<file path="src/rtl/line_fill_engine_pkg.sv">
// Shared cache-line constants, fill FSM encoding and the store-over-fill merge helper.
package line_fill_engine_pkg;

    typedef enum logic [1:0] {
        ST_IDLE  = 2'd0,
        ST_REQ   = 2'd1,
        ST_BEATS = 2'd2,
        ST_WRITE = 2'd3
    } fill_state_e;

    localparam int LINE_BITS      = 128;
    localparam int BEATS_PER_LINE = 4;
    localparam int WAYS           = 4;
    localparam int CNT_W          = 2;
    localparam int OFFSET_BITS    = 4;
    localparam int IDX_LSB        = 4;
    localparam int IDX_MSB        = 5;
    localparam int IDX_W          = IDX_MSB - IDX_LSB + 1;

    function automatic logic [LINE_BITS-1:0] merge_line(
        input logic [LINE_BITS-1:0] st_data,
        input logic [LINE_BITS-1:0] st_mask,
        input logic [LINE_BITS-1:0] fill_line
    );
        return (st_mask & st_data) | (~st_mask & fill_line);
    endfunction

endpackage

</file>
<file path="src/rtl/line_fill_engine_beat_buffer.sv">
// Four-slot beat assembly buffer; one slot written per accepted memory beat.
module fill_beat_buffer
    import line_fill_engine_pkg::*;
#(
    parameter int BEAT_W = 32
) (
    input  logic                             clk,
    input  logic                             rst,
    input  logic                             wr_en,
    input  logic [CNT_W-1:0]                 wr_slot,
    input  logic [BEAT_W-1:0]                wr_data,
    output logic [BEATS_PER_LINE*BEAT_W-1:0] line_out
);

    logic [BEAT_W-1:0] slot_q [BEATS_PER_LINE];
    logic [BEAT_W-1:0] slot_d [BEATS_PER_LINE];

    always_comb begin
        slot_d = slot_q;
        if (wr_en) begin
            slot_d[wr_slot] = wr_data;
        end
    end

    always_ff @(posedge clk) begin
        if (rst) begin
            for (int i = 0; i < BEATS_PER_LINE; i++) begin
                slot_q[i] <= '0;
            end
        end else begin
            slot_q <= slot_d;
        end
    end

    always_comb begin
        line_out = '0;
        for (int i = 0; i < BEATS_PER_LINE; i++) begin
            line_out[i*BEAT_W +: BEAT_W] = slot_q[i];
        end
    end

endmodule

</file>
<file path="src/rtl/line_fill_engine.sv">
// Cache line fill: one memory read of four beats, store-byte merge, single full-line write.
module line_fill_engine
    import line_fill_engine_pkg::*;
#(
    parameter int ADDR_W = 32,
    parameter int BEAT_W = 32
) (
    input  logic                 clk,
    input  logic                 rst,
    input  logic                 req_valid,
    output logic                 req_ready,
    input  logic [ADDR_W-1:0]    req_addr,
    input  logic [WAYS-1:0]      req_way,
    input  logic [LINE_BITS-1:0] req_st_data,
    input  logic [LINE_BITS-1:0] req_st_mask,
    output logic                 mem_req_valid,
    input  logic                 mem_req_ready,
    output logic [ADDR_W-1:0]    mem_req_addr,
    input  logic                 mem_rsp_valid,
    output logic                 mem_rsp_ready,
    input  logic [BEAT_W-1:0]    mem_rsp_data,
    output logic                 fill_valid,
    output logic                 fill_w,
    output logic [IDX_W-1:0]     fill_index,
    output logic [WAYS-1:0]      fill_way,
    output logic [LINE_BITS-1:0] fill_data,
    output logic [LINE_BITS-1:0] fill_mask,
    output logic                 fill_done
);

    fill_state_e                 state_q, state_d;
    logic [CNT_W-1:0]            cnt_q, cnt_d;
    logic [ADDR_W-1:OFFSET_BITS] addr_q, addr_d;
    logic [WAYS-1:0]             way_q, way_d;
    logic [LINE_BITS-1:0]        st_data_q, st_data_d;
    logic [LINE_BITS-1:0]        st_mask_q, st_mask_d;
    logic                        wr_q, wr_d;
    logic                        beat_wr;
    logic [LINE_BITS-1:0]        buf_line;
    logic                        addr_offset_unused;

    assign addr_offset_unused = ^req_addr[OFFSET_BITS-1:0];

    always_comb begin
        state_d       = state_q;
        cnt_d         = cnt_q;
        addr_d        = addr_q;
        way_d         = way_q;
        st_data_d     = st_data_q;
        st_mask_d     = st_mask_q;
        req_ready     = 1'b0;
        mem_req_valid = 1'b0;
        mem_rsp_ready = 1'b0;
        beat_wr       = 1'b0;

        case (state_q)
            ST_IDLE: begin
                req_ready = 1'b1;
                if (req_valid) begin
                    addr_d    = req_addr[ADDR_W-1:OFFSET_BITS];
                    way_d     = req_way;
                    st_data_d = req_st_data;
                    st_mask_d = req_st_mask;
                    cnt_d     = '0;
                    state_d   = ST_REQ;
                end
            end
            ST_REQ: begin
                mem_req_valid = 1'b1;
                if (mem_req_ready) begin
                    state_d = ST_BEATS;
                end
            end
            ST_BEATS: begin
                mem_rsp_ready = 1'b1;
                if (mem_rsp_valid) begin
                    beat_wr = 1'b1;
                    cnt_d   = cnt_q + 2'd1;
                    if (cnt_q == CNT_W'(BEATS_PER_LINE - 1)) begin
                        state_d = ST_WRITE;
                    end
                end
            end
            ST_WRITE: begin
                state_d = ST_IDLE;
            end
            default: begin
                state_d = ST_IDLE;
            end
        endcase
    end

    // The write strobe gets its own flop so it cannot glitch on a multi-bit state change.
    assign wr_d = (state_d == ST_WRITE);

    always_ff @(posedge clk) begin
        if (rst) begin
            state_q   <= ST_IDLE;
            cnt_q     <= '0;
            addr_q    <= '0;
            way_q     <= '0;
            st_data_q <= '0;
            st_mask_q <= '0;
            wr_q      <= 1'b0;
        end else begin
            state_q   <= state_d;
            cnt_q     <= cnt_d;
            addr_q    <= addr_d;
            way_q     <= way_d;
            st_data_q <= st_data_d;
            st_mask_q <= st_mask_d;
            wr_q      <= wr_d;
        end
    end

    fill_beat_buffer #(
        .BEAT_W (BEAT_W)
    ) u_beat_buffer (
        .clk      (clk),
        .rst      (rst),
        .wr_en    (beat_wr),
        .wr_slot  (cnt_q),
        .wr_data  (mem_rsp_data),
        .line_out (buf_line)
    );

    assign mem_req_addr = {addr_q, {OFFSET_BITS{1'b0}}};
    assign fill_valid   = wr_q;
    assign fill_w       = wr_q;
    assign fill_done    = wr_q;
    assign fill_mask    = {LINE_BITS{wr_q}};
    assign fill_index   = addr_q[IDX_MSB:IDX_LSB];
    assign fill_way     = way_q;
    assign fill_data    = merge_line(st_data_q, st_mask_q, buf_line);

endmodule
</file>
<file path="config.mk">
export PLATFORM = sky130hd
export DESIGN_NAME = line_fill_engine
export DESIGN_NICKNAME = d
export VERILOG_FILES = /design/src/rtl/line_fill_engine_pkg.sv /design/src/rtl/line_fill_engine_beat_buffer.sv /design/src/rtl/line_fill_engine.sv
export SDC_FILE = /design/constraint.sdc
export NUM_CORES = 1
export LEC_CHECK = 0
export BUFFER_PORTS_ARGS = -buffer_cell sky130_fd_sc_hd__clkbuf_2
export CAP_MARGIN = 20
export CORE_AREA = 2 2 243 245
export DETAILED_ROUTE_END_ITERATION = 6
export DIE_AREA = 0 0 245 247
export HOLD_SLACK_MARGIN = 0.08
export PLACE_DENSITY_LB_ADDON = 0.12
export SYNTH_ARGS = -nofsm -noshare
export SYNTH_HDL_FRONTEND = slang
export SYNTH_SLANG_ARGS = --single-unit
</file>
<file path="constraint.sdc">
create_clock -name clk -period 6.2 [get_ports clk]
set_input_delay 1.24 -clock clk [delete_from_list [all_inputs] [get_ports clk]]
set_output_delay 1.24 -clock clk [all_outputs]
set_load 0.005 [all_outputs]
</file>
==> results of run 1 <==
[layer usage]
metal | part of all wire | track usage | vias up | wire, um
li1 | - | - | 7529 | -
met1 | 0.45 | 0.245 | 6998 | 26400
met2 | 0.46 | 0.301 | 432 | 27500
met3 | 0.069 | 0.0532 | 82 | 4070
met4 | 0.018 | 0.0490 | 16 | 1080
met5 | 0.0016 | 0 | - | 96
[layout by cell type (no fill, tap or decap), drive strengths merged, types with 6 or more instances in the layout]
cell    count
nand2     832
clkbuf    688
dfxtp     421
a21oi     420
mux2      128
buf        14
clkinv     12
inv         6
[power breakdown]
| part | switching, uW | internal (uW) | leakage (uW) |
|---|---|---|---|
| logic | 390 | 255 | 0.00494 |
| clock network | 1190 | 1810 | 0.000845 |
| registers | 77.6 | 2850 | 0.00344 |
| total | 1660 | 4910 | 0.00922 |
[synth_stat cells]
cell type / number
dfxtp_1: 421
nand4b_1: 4
mux2_2: 128
or3b_1: 1
o21ai_0: 1
nand3_1: 4
buf_4: 141
buf_6: 32
nor2b_1: 1
nor2_1: 2
clkbuf_1: 65
buf_2: 41
and2_1: 1
conb_1: 1
inv_1: 3
and4b_1: 4
nor3b_1: 1
nand2b_1: 1
nor3_1: 2
ha_1: 4
a21oi_1: 420
nand2_1: 832
nand3b_1: 2
[critical path, delay by kind of cell, from the launching register on]
kind                   cells  cell delay [ns]
flip-flops                 1             0.66
buffers and inverters      2             0.29
AND/OR/NAND/NOR            1             0.14
[worst max path at each step]
stage,endpoint,slack (ns),cells past startpoint,startpoint
after floorplan,fill_mask[0],2.19,1,fill_done$_SDFF_PP0_
after global placement,st_data_q[49]$_SDFFE_PP0P_,2.77,6,req_valid
after detailed placement,st_data_q[103]$_SDFFE_PP0P_,2.73,6,req_valid
after CTS,fill_mask[118],3.03,1,fill_done$_SDFF_PP0_
after global routing,mem_rsp_ready,3.10,3,state_q[1]$_SDFF_PP0_
final,mem_rsp_ready,3.29,3,state_q[1]$_SDFF_PP0_
[flip-flops by register name, summed over array words and instances (netlist names)]
| register | flops |
|---|---|
| addr_q | 28 |
| cnt_q | 2 |
| fill_done | 1 |
| fill_way | 4 |
| st_data_q | 128 |
| st_mask_q | 128 |
| state_q | 2 |
| u_beat_buffer.line_out | 128 |
[metrics by stage]
step                instance area (um^2)  power (uW)  instances
finish                             21300        6570       3333
global route                       21300        6880       3333
CTS                                21300        6680       3329
global placement                   19600        3630       3241
detailed placement                 19600        3640       3241
floorplan                          17200        3420       2115
[area by class of cell]
type | count | area share
Tap cell | 773 | 0.0454
Clock inverter | 19 | 0.0102
Antenna cell | 3 | 0.000353
Clock buffer | 69 | 0.0687
Timing Repair Buffer | 633 | 0.154
Sequential cell | 421 | 0.396
Multi-Input combinational cell | 1412 | 0.325
Inverter | 3 | 0.000529
[cell families (layout without fill, tap and decap cells)]
logic type / Yosys count / after routing / share of synthesized area
simple gates: 855 / 855 / 0.191
flops: 421 / 421 / 0.490
mux: 128 / 128 / 0.0838
compound gates: 421 / 421 / 0.123
fa+ha+maj: 4 / 4 / 0.00291
buf+inv: 282 / 724 / 0.109
other cells: 1 / 7 / 0.000218
==> impl_metrics.py, run 1 <==
metrics = {
    "placed_design": {
        "dpl_worst_slack_ns": 2.73,
        "dp_hpwl_mm": 41.1,
        "place.gp.congestion": 0.774,
        "io_buffers": 620,
    },
    "floorplanning": {
        "rows": 89,
        "fp.dieArea_mm2": 0.0605,
        "core-area_mm2": 0.0582,
        "start_util": 0.295,
        "die_w_um": 245,
        "fp.dieH_um": 247,
        "ios": 629,
    },
    "final_layout": {
        "seq_area_mm2": 0.00843,
        "syn_to_final_growth_pct": 23.8,
        "drive_gt1_frac": 0.332,
        "nets": 2853,
        "fin_util": 0.366,
        "multi_input_area_mm2": 0.00691,
        "fillCellCount": 6221,
    },
    "synth": {
        "synth_top_area_frac": 0.490,
        "syn-instance-count": 2112,
        "ys_warn_count": 0,
        "yosysSeqAreaShare": 0.490,
        "synth.avg_cell_area_um2": 8.14,
        "synth_area_leader_cell": "dfxtp_1",
        "syn_area_mm2": 0.0172,
        "synth_area_leaders": "dfxtp_1, nand2_1, a21oi_1",
        "netlist-cell-type-count": 23,
        "synth-seq-cells": 421,
    },
    "cts": {
        "postCtsSetupBuffers": 0,
        "cts_root_buf": "clkbuf_16",
        "cts_tree": "built",
        "cts_buffer_depth": 3,
        "cts_buffers": 49,
        "path_clk_slew_ns": 0.06,
        "cts_sinks": 421,
        "clock_latency_ns": 0.59,
        "cts_resized": 0,
        "h-tree-depth": 2,
        "ctsHoldBuffers": 0,
    },
    "pwr": {
        "powerDensity_mw_per_mm2": 308,
        "irDropWorstVdd_mv": 0.182,
        "p_leak_uw": 0.00922,
    },
    "global_routing": {
        "grt_overflow": 0,
        "grt_pass1_vias": 14300,
        "grt_pass1_wl_mm": 86.8,
        "grt_start_max_net_pins": 205,
        "track_usage": 0.187,
        "antenna_found_initial": 12,
    },
    "sta": {
        "finalSetupViolCount": 0,
        "finalCriticalPeriod_ns": 2.91,
        "tightest_slew_ns": 1.02,
        "slew_violations": 0,
        "slew_headroom": 0.320,
        "fin_ws_ns": 3.29,
        "timing.final.hold_violations": 0,
        "hold-worst-slack_ns": 0.451,
        "skew_ns": 0.0225,
        "rsz0062_at_grt": "no",
        "setup-tns-final_ns": 0,
        "final.period_utilization": 0.470,
        "fmax_mhz": 343,
    },
    "critical_path": {
        "ff2ff_path_depth": 4,
        "timing.rr.end": "st_mask_q[55]$_SDFFE_PP0P_",
        "max_stage_delay_ns": 0.66,
        "crit_type": "reg -> out",
        "cp_cell_sequence": "nand2b_1 -> inv_1 -> clkbuf_2",
        "worst-r2r-setup-slack_ns": 3.41,
        "end_kind": "output pin",
        "timing.rr.start": "state_q[1]$_SDFF_PP0_",
        "crit_arrival_ns": 1.67,
        "worstPathRequired_ns": 4.96,
        "crit_path_top_delay_cell": "dfxtp_1",
        "cp-start-kind": "register",
        "path_max_fanout": 18,
    },
    "detailed_routing": {
        "wl_mm": 59.1,
        "drt-initial-drc-count": 676,
        "vias_per_cell": 4.52,
        "firstDrtPassIters": 5,
        "ant_nets": 0,
        "drc": 0,
        "routedWlPerCell_um": 17.7,
        "vias": 15100,
    },
    "min_path": {
        "hp-start": "u_beat_buffer.line_out[110]$_SDFFE_PP0P_",
        "min_path_cells": 2,
        "whs_endpoint": "u_beat_buffer.line_out[110]$_SDFFE_PP0P_",
        "hold_class": "reg -> reg",
    },
    "run_status": {
        "status": "finished clean",
    },
    "run": {
        "maxCapViolations": 0,
    },
}
(Power assumes the default switching activity.)
==> run 2: changes to the inputs <==
--- a/config.mk
+++ b/config.mk
@@ -5,11 +5,12 @@
 export SDC_FILE = /design/constraint.sdc
 export NUM_CORES = 1
 export LEC_CHECK = 0
+export ABC_AREA = 1
 export BUFFER_PORTS_ARGS = -buffer_cell sky130_fd_sc_hd__clkbuf_2
 export CAP_MARGIN = 20
-export CORE_AREA = 2 2 243 245
+export CORE_AREA = 2 2 247 249
 export DETAILED_ROUTE_END_ITERATION = 6
-export DIE_AREA = 0 0 245 247
+export DIE_AREA = 0 0 249 251
 export HOLD_SLACK_MARGIN = 0.08
 export PLACE_DENSITY_LB_ADDON = 0.12
 export SYNTH_ARGS = -nofsm -noshare
==> constraint.sdc (replaced) <==
create_clock -name clk -period 2.45 [get_ports clk]
set_input_delay 0.49 -clock clk [delete_from_list [all_inputs] [get_ports clk]]
set_output_delay 0.49 -clock clk [all_outputs]
set_load 0.005 [all_outputs]
==> run 2 against run 1 <==
Setup slack lost 3.0 ns. Count of clock-buffer cells in the layout rose by 11. Synthesized cell count grew 18%. Non-clock buffer count rose by 18. Critical path depth is the same. Clock power grew to 2.5 times the previous value. Core utilization is 0.43 points higher. Total power rose to 2.6 times the previous value. Final cell count increased by 12%. Sequential power rose to 2.6 times the previous value. First-iteration DRC count rose by 31%. Wire length up 6.4%. Largest cell class unchanged. Largest power group unchanged.
==> impl_metrics.py, run 2 <==
metrics = {
    "synth": {
        "yosysMostFrequentCell": "nor2_1",
        "synth.avg_cell_area_um2": 7.06,
        "synth_top_area_frac": 0.479,
        "async_reset_ff_frac": 0,
        "yosysSeqAreaShare": 0.479,
        "synth-edff-count": 0,
        "synth-seq-cells": 421,
        "synth_area_leaders": "dfxtp_1, nor2_1, o21ai_0",
        "ys.flop_type": "dfxtp_1",
        "syn_area_mm2": 0.0176,
        "ys_warn_count": 0,
        "syn-instance-count": 2491,
        "netlist-cell-type-count": 22,
        "synth_common_cells": "nor2_1, dfxtp_1, nand2_1",
        "synth_area_leader_cell": "dfxtp_1",
    },
    "min_path": {
        "hold_class": "in -> reg",
        "hp-start": "req_st_mask[23]",
        "whs_endpoint": "st_mask_q[23]$_SDFFE_PP0P_",
        "min_path_cells": 3,
    },
    "floorplanning": {
        "fp.dieH_um": 251,
        "core-area_mm2": 0.0598,
        "die_w_um": 249,
        "fp.dieArea_mm2": 0.0625,
        "rows": 90,
        "ios": 629,
        "start_util": 0.294,
    },
    "run": {
        "maxCapViolations": 0,
    },
    "sta": {
        "slew_violations": 0,
        "rsz0062_at_grt": "no",
        "tightest_slew_ns": 0.580,
        "final.period_utilization": 0.866,
        "finalCriticalPeriod_ns": 2.12,
        "timing.final.hold_violations": 0,
        "setup-tns-final_ns": 0,
        "finalSetupViolCount": 0,
        "skew_ns": 0.0297,
        "slew_headroom": 0.609,
        "fmax_mhz": 472,
    },
    "pwr": {
        "powerDensity_mw_per_mm2": 774,
        "p_leak_uw": 0.0110,
        "p_seq_frac": 0.444,
        "irDropWorstVdd_mv": 0.459,
        "combPwrFrac": 0.111,
        "switchingPower_uw": 4390,
        "pwr-share-clk": 0.446,
        "switching_share": 0.257,
        "p_int_uw": 12700,
    },
    "global_routing": {
        "track_usage": 0.195,
        "grt_start_max_net_pins": 132,
        "grt_pass1_vias": 15000,
        "grt_pass1_wl_mm": 91.6,
        "grt_overflow": 0,
        "antenna_found_initial": 4,
    },
    "detailed_routing": {
        "ant_nets": 0,
        "routed.top_layer": "met5",
        "dr_wl_met2_mm": 29.9,
        "firstDrtPassIters": 5,
        "drt-initial-drc-count": 884,
        "wl_met3_mm": 3.64,
        "vias": 16300,
        "wl_met1_mm": 27.1,
        "routedWlPerCell_um": 16.8,
        "vias_per_cell": 4.36,
        "wl_mm": 62.9,
        "drc": 0,
    },
    "cts": {
        "cts_buffer_depth": 3,
        "cts_sinks": 421,
        "h-tree-depth": 2,
        "cts_tree": "built",
        "path_clk_slew_ns": 0.06,
        "cts_buffers": 50,
        "cts_resized": 0,
        "clock_latency_ns": 0.59,
        "cts_root_buf": "clkbuf_16",
        "postCtsSetupBuffers": 0,
        "ctsHoldBuffers": 0,
    },
    "critical_path": {
        "crit_type": "reg -> out",
        "crit_path_top_delay_cell": "o21ai_0",
        "timing.rr.end": "st_mask_q[123]$_SDFFE_PP0P_",
        "cp_cell_sequence": "inv_1 -> o21ai_0 -> clkbuf_2",
        "worstPathRequired_ns": 1.96,
        "cp_top_family": "compound AO/OA/AOI/OAI gates",
        "critPathBufInv": 2,
        "worst-r2r-setup-slack_ns": 0.48,
        "crit_arrival_ns": 1.63,
        "ff2ff_path_depth": 7,
        "cp-start-kind": "register",
        "end_kind": "output pin",
        "path_max_fanout": 2,
        "max_stage_delay_ns": 0.47,
        "timing.rr.start": "state_q[1]$_SDFF_PP0_",
    },
    "final_layout": {
        "layout_common_cells": "nor2_1, clkbuf_2, dfxtp_1",
        "final_common_cell": "nor2_1",
        "drive_gt1_frac": 0.250,
        "syn_to_final_growth_pct": 25.7,
        "instances_no_fill": 3749,
        "nets": 3258,
    },
    "placed_design": {
        "io_buffers": 620,
        "dp_hpwl_mm": 45.1,
        "dpl.cell_count": 3655,
        "place.gp.congestion": 0.833,
    },
    "run_status": {
        "status": "finished clean",
    },
}
run 2: per-layer routing:
metal / track usage / vias up
li1: - / 8452
met1: 0.242 / 7301
met2: 0.331 / 481
met3: 0.0403 / 93
met4: 0.0753 / 2
met5: 0 / -
run 2: worst min-delay path, stage by stage:
cell and delay, ns:
clkbuf_2 0.07, o21ai_0 0.07, nor2_1 0.07
run 2: worst max-delay path by stage:
stage / from / to / slack, ns / cells after the start
finish: u_beat_buffer.line_out[100]$_SDFFE_PP0P_ / fill_data[100] / 0.33 / 3
global placement: state_q[1]$_SDFF_PP0_ / st_data_q[6]$_SDFFE_PP0P_ / 0.51 / 7
global route: u_beat_buffer.line_out[100]$_SDFFE_PP0P_ / fill_data[100] / 0.23 / 3
detailed placement: state_q[1]$_SDFF_PP0_ / st_mask_q[1]$_SDFFE_PP0P_ / 0.47 / 7
CTS: u_beat_buffer.line_out[100]$_SDFFE_PP0P_ / fill_data[100] / 0.26 / 3
floorplan: fill_done$_SDFF_PP0_ / fill_mask[0] / 0.26 / 1
run 2: logic make-up (layout without fill, tap and decap cells):
| kind of cell | Yosys count | count (layout) | share of synthesized area |
|---|---|---|---|
| DFF | 421 | 421 | 0.479 |
| adders and majority gates | 4 | 4 | 0.00285 |
| other | 1 | 6 | 0.000213 |
| AOI/OAI and AO/OA | 419 | 419 | 0.119 |
| and+or+nand+nor | 1237 | 1237 | 0.268 |
| buffers and inverters | 409 | 880 | 0.131 |
run 2: area by class of cell:
| class | instances | area, um^2 |
|---|---|---|
| Fill cell | 6385 | 37700 |
| Tap cell | 782 | 978 |
| Inverter | 137 | 529 |
| Clock inverter | 12 | 145 |
| Multi-Input combinational cell | 1664 | 6900 |
| Sequential cell | 421 | 8430 |
| Antenna cell | 2 | 5.00 |
| Clock buffer | 80 | 1570 |
| Timing Repair Buffer | 651 | 3560 |
run 2: power by group through the flow:
stage,logic (uW),clock network (uW),registers [uW]
floorplan,1100,0,7690
global placement,1900,0,7720
detailed placement,1930,0,7740
CTS,1940,7880,7590
global route,2150,8170,7660
finish,1890,7630,7600
run 2: metrics by stage:
stage                      util  cell area [um^2]  setup slack, ns  hold WS (ns)  total power, uW
after global placement    0.341             20400            0.512         0.462             9620
after floorplan               -             17600            0.263         0.454             8790
after detailed placement  0.341             20400            0.468         0.470             9670
after global routing      0.370             22100            0.228         0.122            18000
after CTS                 0.370             22100            0.260         0.111            17400
final                     0.370             22100            0.329         0.143            17100
==> run 3: changes to the inputs <==
--- a/config.mk
+++ b/config.mk
@@ -12,7 +12,7 @@
 export DETAILED_ROUTE_END_ITERATION = 6
 export DIE_AREA = 0 0 249 251
 export HOLD_SLACK_MARGIN = 0.08
-export PLACE_DENSITY_LB_ADDON = 0.12
+export PLACE_DENSITY_LB_ADDON = 0.15
 export SYNTH_ARGS = -nofsm -noshare
 export SYNTH_HDL_FRONTEND = slang
 export SYNTH_SLANG_ARGS = --single-unit
==> run 3 against run 2 <==
Sequential share of layout area is 0.58 points higher. Critical path depth did not move. Hold slack worse by 0.00050 ns. Clock skew fell by 0.0084 ns. Register-to-register slack got worse by 0.07 ns. Setup slack got worse by 0.11 ns. Global-route usage is 0.71 points lower. Final cell count decreased by 0.48%. Maximum frequency fell by 5.1%. Critical path type unchanged. Highest routed layer unchanged.
==> impl_metrics.py, run 3 (same netlist as run 2, synthesis figures left out) <==
metrics = {
    "pwr": {
        "powerDensity_mw_per_mm2": 750,
        "irDropWorstVdd_mv": 0.415,
        "p_leak_uw": 0.0109,
    },
    "detailed_routing": {
        "drc": 0,
        "drt-initial-drc-count": 921,
        "firstDrtPassIters": 5,
        "vias": 16200,
        "routedWlPerCell_um": 16.4,
        "wl_mm": 61.1,
        "ant_nets": 0,
        "vias_per_cell": 4.35,
    },
    "placed_design": {
        "place.gp.congestion": 0.847,
        "io_buffers": 620,
        "dp_hpwl_mm": 44.2,
    },
    "global_routing": {
        "grt.met1_usage": 0.232,
        "track_usage": 0.188,
        "grt_overflow": 0,
        "antenna_found_initial": 5,
        "grt_start_max_net_pins": 134,
        "globalRouteMet2Util": 0.335,
        "grt_pass1_vias": 14700,
        "grt_pass1_wl_mm": 88.6,
        "grt.busiest_layer": "met2",
        "use_met3": 0.0342,
    },
    "cts": {
        "ctsHoldBuffers": 0,
        "cts_tree": "built",
        "path_clk_slew_ns": 0.06,
        "cts_root_buf": "clkbuf_16",
        "h-tree-depth": 2,
        "cts_resized": 0,
        "cts_buffer_depth": 3,
        "clock_latency_ns": 0.58,
        "cts_buffers": 49,
        "cts_sinks": 421,
        "postCtsSetupBuffers": 0,
    },
    "critical_path": {
        "worstPathRequired_ns": 1.96,
        "end_kind": "output pin",
        "timing.rr.start": "state_q[1]$_SDFF_PP0_",
        "worst-r2r-setup-slack_ns": 0.41,
        "crit_type": "reg -> out",
        "ff2ff_path_depth": 3,
        "crit_path_top_delay_cell": "dfxtp_1",
        "path_max_fanout": 9,
        "timing.rr.end": "u_beat_buffer.line_out[38]$_SDFFE_PP0P_",
        "cp-start-kind": "register",
        "crit_arrival_ns": 1.74,
        "cp_cell_sequence": "nand2_1 -> inv_1 -> clkbuf_2",
        "crit_path_start": "state_q[1]$_SDFF_PP0_",
        "crit_path_end": "mem_rsp_ready",
        "cp.depth": 3,
        "max_stage_delay_ns": 0.71,
        "cp_top_family": "flip-flops",
        "critPathBufInv": 2,
    },
    "sta": {
        "setup-tns-final_ns": 0,
        "slew_headroom": 0.397,
        "timing.final.hold_violations": 0,
        "tightest_slew_ns": 0.903,
        "final.period_utilization": 0.912,
        "slew_violations": 0,
        "fmax_mhz": 447,
        "skew_ns": 0.0212,
        "finalCriticalPeriod_ns": 2.23,
        "rsz0062_at_grt": "no",
        "finalSetupViolCount": 0,
    },
    "final_layout": {
        "syn_to_final_growth_pct": 23.9,
        "final_common_cell": "nor2_1",
        "diodes": 0,
        "drive_gt1_frac": 0.245,
        "fin_util": 0.364,
        "layout_common_cells": "nor2_1, clkbuf_2, dfxtp_1",
        "nets": 3250,
    },
    "floorplanning": {
        "rows": 90,
        "ios": 629,
        "start_util": 0.294,
        "fp.dieArea_mm2": 0.0625,
        "fp.dieH_um": 251,
        "die_w_um": 249,
        "core-area_mm2": 0.0598,
    },
    "run": {
        "maxCapViolations": 0,
    },
    "min_path": {
        "hold_class": "in -> reg",
    },
    "run_status": {
        "status": "finished clean",
    },
}
-- run 3: per-stage QoR --
stage	area, um^2	hold WS, ns	power (uW)	worst slack, ns	std cells
floorplan	17600	0.454	8790	0.263	2494
global placement	20300	0.462	9580	0.491	3648
detailed placement	20300	0.470	9640	0.432	3648
CTS	21800	0.103	16600	0.174	3731
global route	21800	0.128	17200	0.106	3731
finish	21800	0.143	16300	0.215	3731
-- run 3: power by group --
part	internal (uW)	switching, uW	total (uW)	leakage (uW)
Combinational	707	1140	1850	0.00668
Clock	4040	2860	6900	0.000739
Sequential	7330	268	7600	0.00346
Total	12100	4270	16300	0.0109
-- run 3: per-layer routing --
metal  wire length (um)  up-vias
li1                   -     8407
met1              26200     7282
met4               1270        8
met2              30200      471
met3               3390       74
met5                 48        -
-- run 3: how the worst min path moves through the flow --
stage	endpoint	from	cells after the start
after floorplan	st_data_q[126]$_SDFFE_PP0P_	st_data_q[126]$_SDFFE_PP0P_	2
after global placement	st_data_q[19]$_SDFFE_PP0P_	st_data_q[19]$_SDFFE_PP0P_	2
after detailed placement	addr_q[20]$_SDFFE_PP0P_	addr_q[20]$_SDFFE_PP0P_	2
after CTS	st_data_q[4]$_SDFFE_PP0P_	req_st_data[4]	3
after global routing	st_mask_q[121]$_SDFFE_PP0P_	req_st_mask[121]	3
final	st_mask_q[88]$_SDFFE_PP0P_	req_st_mask[88]	3
-- run 3: worst register-to-register path, cell delays in order, from the launching register on --
cell and delay [ns]:
dfxtp_1 0.71, nand4_4 0.78, nor2_1 0.35, nor2_1 0.07
-- run 3: final cells by class --
class | instances | area, um^2
Sequential cell | 421 | 8430
Inverter | 137 | 529
Multi-Input combinational cell | 1664 | 6900
Timing Repair Buffer | 644 | 3450
Clock inverter | 12 | 98.8
Fill cell | 6394 | 38000
Tap cell | 782 | 978
Clock buffer | 71 | 1400
